===== src/rtl/dmem_lsu.sv =====
// dmem_lsu: byte/half/word load-store unit in front of a word-only data memory;
// sub-word stores are read-modify-write, loads are lane-aligned and extended.
module dmem_lsu #(
  parameter int READ_LAT = 2
) (
  input  logic        clk,
  input  logic        reset,
  input  logic        req_valid,
  output logic        req_ready,
  input  logic        req_we,
  input  logic [1:0]  req_size,
  input  logic        req_signed,
  input  logic [31:0] req_addr,
  input  logic [31:0] req_wdata,
  output logic        resp_valid,
  output logic [31:0] resp_rdata,
  output logic        resp_err,
  output logic [12:0] mem_addr,
  output logic        mem_rw,
  output logic [31:0] mem_wdata,
  input  logic [31:0] mem_rdata
);
  typedef enum logic [1:0] {IDLE, RD, WR, RESP} state_t;
  state_t state_q, state_d;
  logic [2:0]  cnt_q, cnt_d;
  logic        we_q, we_d, sgn_q, sgn_d, err_q, err_d;
  logic [1:0]  size_q, size_d, off_q, off_d;
  logic [31:0] wdata_q, wdata_d, rdata_q, rdata_d;
  logic [12:0] mem_addr_q, mem_addr_d;
  logic        mem_rw_q, mem_rw_d;
  logic [31:0] mem_wdata_q, mem_wdata_d;
  logic        req_err;
  logic [4:0]  sh;
  logic [31:0] mask, merged, lane, ext;
  assign req_err = (|req_addr[31:15]) || (req_size == 2'd3) ||
                   (req_size == 2'd1 && req_addr[0]) || (req_size == 2'd2 && |req_addr[1:0]);
  assign sh     = {off_q, 3'b000};
  assign mask   = (size_q == 2'd0) ? 32'h0000_00ff : 32'h0000_ffff;
  assign merged = (mem_rdata & ~(mask << sh)) | ((wdata_q & mask) << sh);
  assign lane   = rdata_q >> sh;
  assign ext    = (size_q == 2'd0) ? {{24{sgn_q & lane[7]}}, lane[7:0]} :
                  (size_q == 2'd1) ? {{16{sgn_q & lane[15]}}, lane[15:0]} : rdata_q;
  assign req_ready  = (state_q == IDLE);
  assign resp_valid = (state_q == RESP);
  assign resp_err   = resp_valid & err_q;
  assign resp_rdata = (resp_valid && !err_q && !we_q) ? ext : 32'd0;
  assign mem_addr   = mem_addr_q;
  assign mem_rw     = mem_rw_q;
  assign mem_wdata  = mem_wdata_q;
  always_comb begin
    state_d     = state_q;
    cnt_d       = cnt_q;
    we_d        = we_q;
    sgn_d       = sgn_q;
    err_d       = err_q;
    size_d      = size_q;
    off_d       = off_q;
    wdata_d     = wdata_q;
    rdata_d     = rdata_q;
    mem_addr_d  = mem_addr_q;
    mem_rw_d    = 1'b0;
    mem_wdata_d = mem_wdata_q;
    case (state_q)
      IDLE: if (req_valid) begin
        we_d    = req_we;
        sgn_d   = req_signed;
        size_d  = req_size;
        off_d   = req_addr[1:0];
        wdata_d = req_wdata;
        err_d   = req_err;
        if (req_err) state_d = RESP;
        else begin
          mem_addr_d = req_addr[14:2];
          if (req_we && req_size == 2'd2) begin
            state_d     = WR;
            mem_rw_d    = 1'b1;
            mem_wdata_d = req_wdata;
          end else begin
            state_d = RD;
            cnt_d   = 3'(READ_LAT);
          end
        end
      end
      RD: begin
        cnt_d = cnt_q - 3'd1;
        if (cnt_q == 3'd1) begin
          rdata_d = mem_rdata;
          state_d = we_q ? WR : RESP;
          // the merge uses the live read word so the write issues right after the read
          mem_rw_d    = we_q;
          mem_wdata_d = we_q ? merged : mem_wdata_q;
        end
      end
      WR:      state_d = RESP;
      default: state_d = IDLE;
    endcase
  end
  always_ff @(posedge clk or posedge reset) begin
    if (reset) begin
      state_q     <= IDLE;
      cnt_q       <= 3'd0;
      we_q        <= 1'b0;
      sgn_q       <= 1'b0;
      err_q       <= 1'b0;
      size_q      <= 2'd0;
      off_q       <= 2'd0;
      wdata_q     <= 32'd0;
      rdata_q     <= 32'd0;
      mem_addr_q  <= 13'd0;
      mem_rw_q    <= 1'b0;
      mem_wdata_q <= 32'd0;
    end else begin
      state_q     <= state_d;
      cnt_q       <= cnt_d;
      we_q        <= we_d;
      sgn_q       <= sgn_d;
      err_q       <= err_d;
      size_q      <= size_d;
      off_q       <= off_d;
      wdata_q     <= wdata_d;
      rdata_q     <= rdata_d;
      mem_addr_q  <= mem_addr_d;
      mem_rw_q    <= mem_rw_d;
      mem_wdata_q <= mem_wdata_d;
    end
  end
endmodule


===== config.mk =====
export PLATFORM = sky130hd
export DESIGN_NAME = dmem_lsu
export DESIGN_NICKNAME = d
export VERILOG_FILES = /design/src/rtl/dmem_lsu.sv
export SDC_FILE = /design/constraint.sdc
export NUM_CORES = 1
export LEC_CHECK = 0
export CAP_MARGIN = 20
export CORE_MARGIN = 8
export CORE_UTILIZATION = 41
export DETAILED_ROUTE_END_ITERATION = 12
export GPL_TIMING_DRIVEN = 0
export PLACE_DENSITY = 0.74
export SLEW_MARGIN = 20
export SYNTH_ARGS = -nofsm -noshare
export SYNTH_HDL_FRONTEND = slang
export SYNTH_SLANG_ARGS = --single-unit

===== constraint.sdc =====
create_clock -name clk -period 4.2 [get_ports clk]
set_clock_uncertainty 0.15 [all_clocks]
set_input_delay 1.26 -clock clk [delete_from_list [all_inputs] [get_ports clk]]
set_output_delay 1.26 -clock clk [all_outputs]
set_load 0.005 [all_outputs]

==> impl_metrics.toml <==
[worst_setup_path]
rrSetupSlack_ns = 1.48
crit_type = "register to output pin"
endpoint = "resp_rdata[12]"
worstSetupStartpointType = "register"
timing.rr.start = "state_q[0]$_DFFE_PP0P_"
timing.rr.end = "mem_wdata[28]$_DFFE_PP0P_"
reg2regPathDepth = 10
crit_fanout = 10
critPathLaunch = "off_q[1]$_DFFE_PP0P_"
worstSetupEndpointType = "output pin"
arrival_ns = 2.69
required_ns = 2.79

[global_route]
grt_pass1_vias = 5445
grt_usage_pct = 22.4
grt_pass1_wl_mm = 31.7
gr-total-overflow = 0
antenna_found_initial = 1
grt_max_degree = 77

[cells_and_area]
drive_gt1_share_pct = 18.1
nets = 859
area_growth_pct = 41.7
seq_area_um2 = 2650
multi_input_area_um2 = 2880
fin_util_pct = 59.4
final_cell_mix = "clkdlybuf4s50_1, dfrtp_1, mux2_2, nand2_1, a21oi_1"
num_antenna_cells = 0
layout.cells.most_common = "clkdlybuf4s50_1"
fill_cells = 1180

[sta]
hold_ws_ns = 0.360
finalSetupTns_ns = 0
fmax_mhz = 244
maxSlewViolCount = 0
setup_viol = 0
finalHoldViolations = 0
period_share_pct = 97.6
worst_pin_slew_ns = 0.966
fin_crit_ns = 4.10
slew_headroom_pct = 35.2
layout_setup_ws_ns = 0.103

[routing]
vias_per_cell = 5.65
num_vias = 5286
final_antenna_net_count = 0
wirelength_mm = 20.7
drcViolationCount = 0
routedWlPerCell_um = 22.1
drt_iter0_drc = 518
firstDrtPassIters = 8

[synth]
seq_area_frac_synth_pct = 45.5
synth_xor_area_share_pct = 0
synth-seq-cells = 106
syn_inst = 554
syn_avg_cell_area_um2 = 10.5
synthFlopType = "dfrtp_1"
synth.distinct_cells = 49
synth.area.mux_share_pct = 21.6
synth-simple-area-share_pct = 9.65
yosys_warnings = 0
ys_async_sr_fraction_pct = 100
yosys.area_share.adder_pct = 1.29
synth-edff-count = 0
synth_nets = 663
syn_area_um2 = 5820
synth_top_family_by_area = "multiplexers"
synth-compound-area-share_pct = 16.5

[clock_tree]
clk-insertion-delay-late_ns = 0.36
cts_hold_buf = 0
cts_max_level = 3
root_buffer = "clkbuf_16"
cts.sink_count = 106
cts-buffers-inserted = 9
ctsLongestPathBuffers = 2
clk_pin_slew_ns = 0.07
tritoncts = "done"

[pwr]
power_mw = 5.53
p_leak_nw = 3.65
power_density_nw_per_um2 = 670
ir_worst_vdd_uv = 354

[floorplan]
num_rows = 43
ios = 184
core_um2 = 13900
die_y_um = 135
floorplan.initialDensity_pct = 42.0
fp.dieW_um = 135
die_area_um2 = 18300

[job]
drv_cap = 0

[place]
hpwl_mm = 16.4
place_congestion = 0.960
port_buffers = 183
place_ws_ns = -0.161

[min_path]
whs_path_depth = 1
min_path_type = "register to register"

[run_status]
status = "finished, final reports clean"
worst max-delay path, cell delays in order, from the launching register on:
cell	delay, ns
dfrtp_1	0.31
buf_2	0.18
clkbuf_4	0.27
nor2_4	0.06
or2_2	0.27
clkbuf_1	0.18
a222oi_1	0.29
o21ai_0	0.14
and2_1	0.19
clkdlybuf4s50_1	0.45
final cells by class:
type                    count  area share, %
plain buffers              40           2.53
clock buffers              10           2.90
repair buffers            186           22.7
clock inverters             6          0.561
flip-flops and latches    106           32.2
well taps                 180           2.73
multi-input cells         374           34.8
inverters                  33           1.56
sequential cells by signal, summed over array words and instances (netlist names):
signal     count
err_q          1
cnt_q          3
mem_wdata     32
sgn_q          1
size_q         2
we_q           1
wdata_q       16
state_q        2
mem_rw         1
rdata_q       32
off_q          2
mem_addr      13
what timing repair did:
item | in CTS | in global routing
buffers inserted | 2 | 0
resized for setup | 6 | 15
setup endpoints to repair | 28 | 21
pin swaps | 1 | 0
worst min-delay path by stage:
| stage | end | startpoint | slack (ns) |
|---|---|---|---|
| 2_1_floorplan | wdata_q[10]$_DFFE_PP0P_ | wdata_q[10]$_DFFE_PP0P_ | 0.32 |
| 3_3_place_gp | wdata_q[15]$_DFFE_PP0P_ | wdata_q[15]$_DFFE_PP0P_ | 0.33 |
| 3_5_place_dp | mem_wdata[26]$_DFFE_PP0P_ | mem_wdata[26]$_DFFE_PP0P_ | 0.34 |
| 4_1_cts | mem_wdata[31]$_DFFE_PP0P_ | mem_wdata[31]$_DFFE_PP0P_ | 0.36 |
| 5_1_grt | mem_wdata[29]$_DFFE_PP0P_ | mem_wdata[29]$_DFFE_PP0P_ | 0.38 |
| 6_report | mem_addr[0]$_DFFE_PP0P_ | mem_addr[0]$_DFFE_PP0P_ | 0.36 |
kinds of logic (layout without fill, tap and decap cells):
logic type,count (synthesis),count (layout)
buffers and inverters,74,275
AOI/OAI and AO/OA,140,140
muxes,109,109
DFF,106,106
adders and majority gates,6,6
and+or+nand+nor,119,119
cell usage after synthesis (all sizes together), types with 2 or more instances:
cell     instances  share of area [%]
a21oi           36                3.1
and2            11                1.2
o221ai           8                1.2
nor2b            5               0.54
a222oi           6                1.0
a221oi           8                1.2
a21o            16                2.1
ha               6                1.3
clkbuf          25                1.6
or2              5               0.54
nor3b            2               0.26
nor2            33                2.3
a21boi           2               0.26
inv             33                2.1
o22ai            9               0.97
nand2           47                3.0
a2111oi          2               0.30
mux2i           25                4.3
buf             16                1.7
o21ai           24                2.1
nand2b           3               0.32
o221a            7                1.4
dfrtp          106                 46
nor4             4               0.54
o2bb2ai          2               0.30
a22oi            2               0.26
o31ai           11                1.4
mux2            83                 17
nand3            3               0.26
nor3             2               0.17
power breakdown:
group / switching [mW] / internal [mW]
Sequential: 0.470 / 1.47
Combinational: 1.36 / 1.40
Clock: 0.401 / 0.424
routing by layer:
layer,GRT usage [%],share of wire [%],up-vias
met4,9.56,2.9,2
met5,0,0.063,-
met1,27.9,40,2591
li1,-,-,2388
met2,37.0,49,261
met3,4.75,7.7,44
stage by stage:
step | std cells | area (um2)
after CTS | 936 | 8240
after detailed placement | 918 | 7920
after global placement | 917 | 7880
after floorplan | 554 | 5820
final | 935 | 8250
after global routing | 935 | 8250
Power figures use the tool's default switching activity.
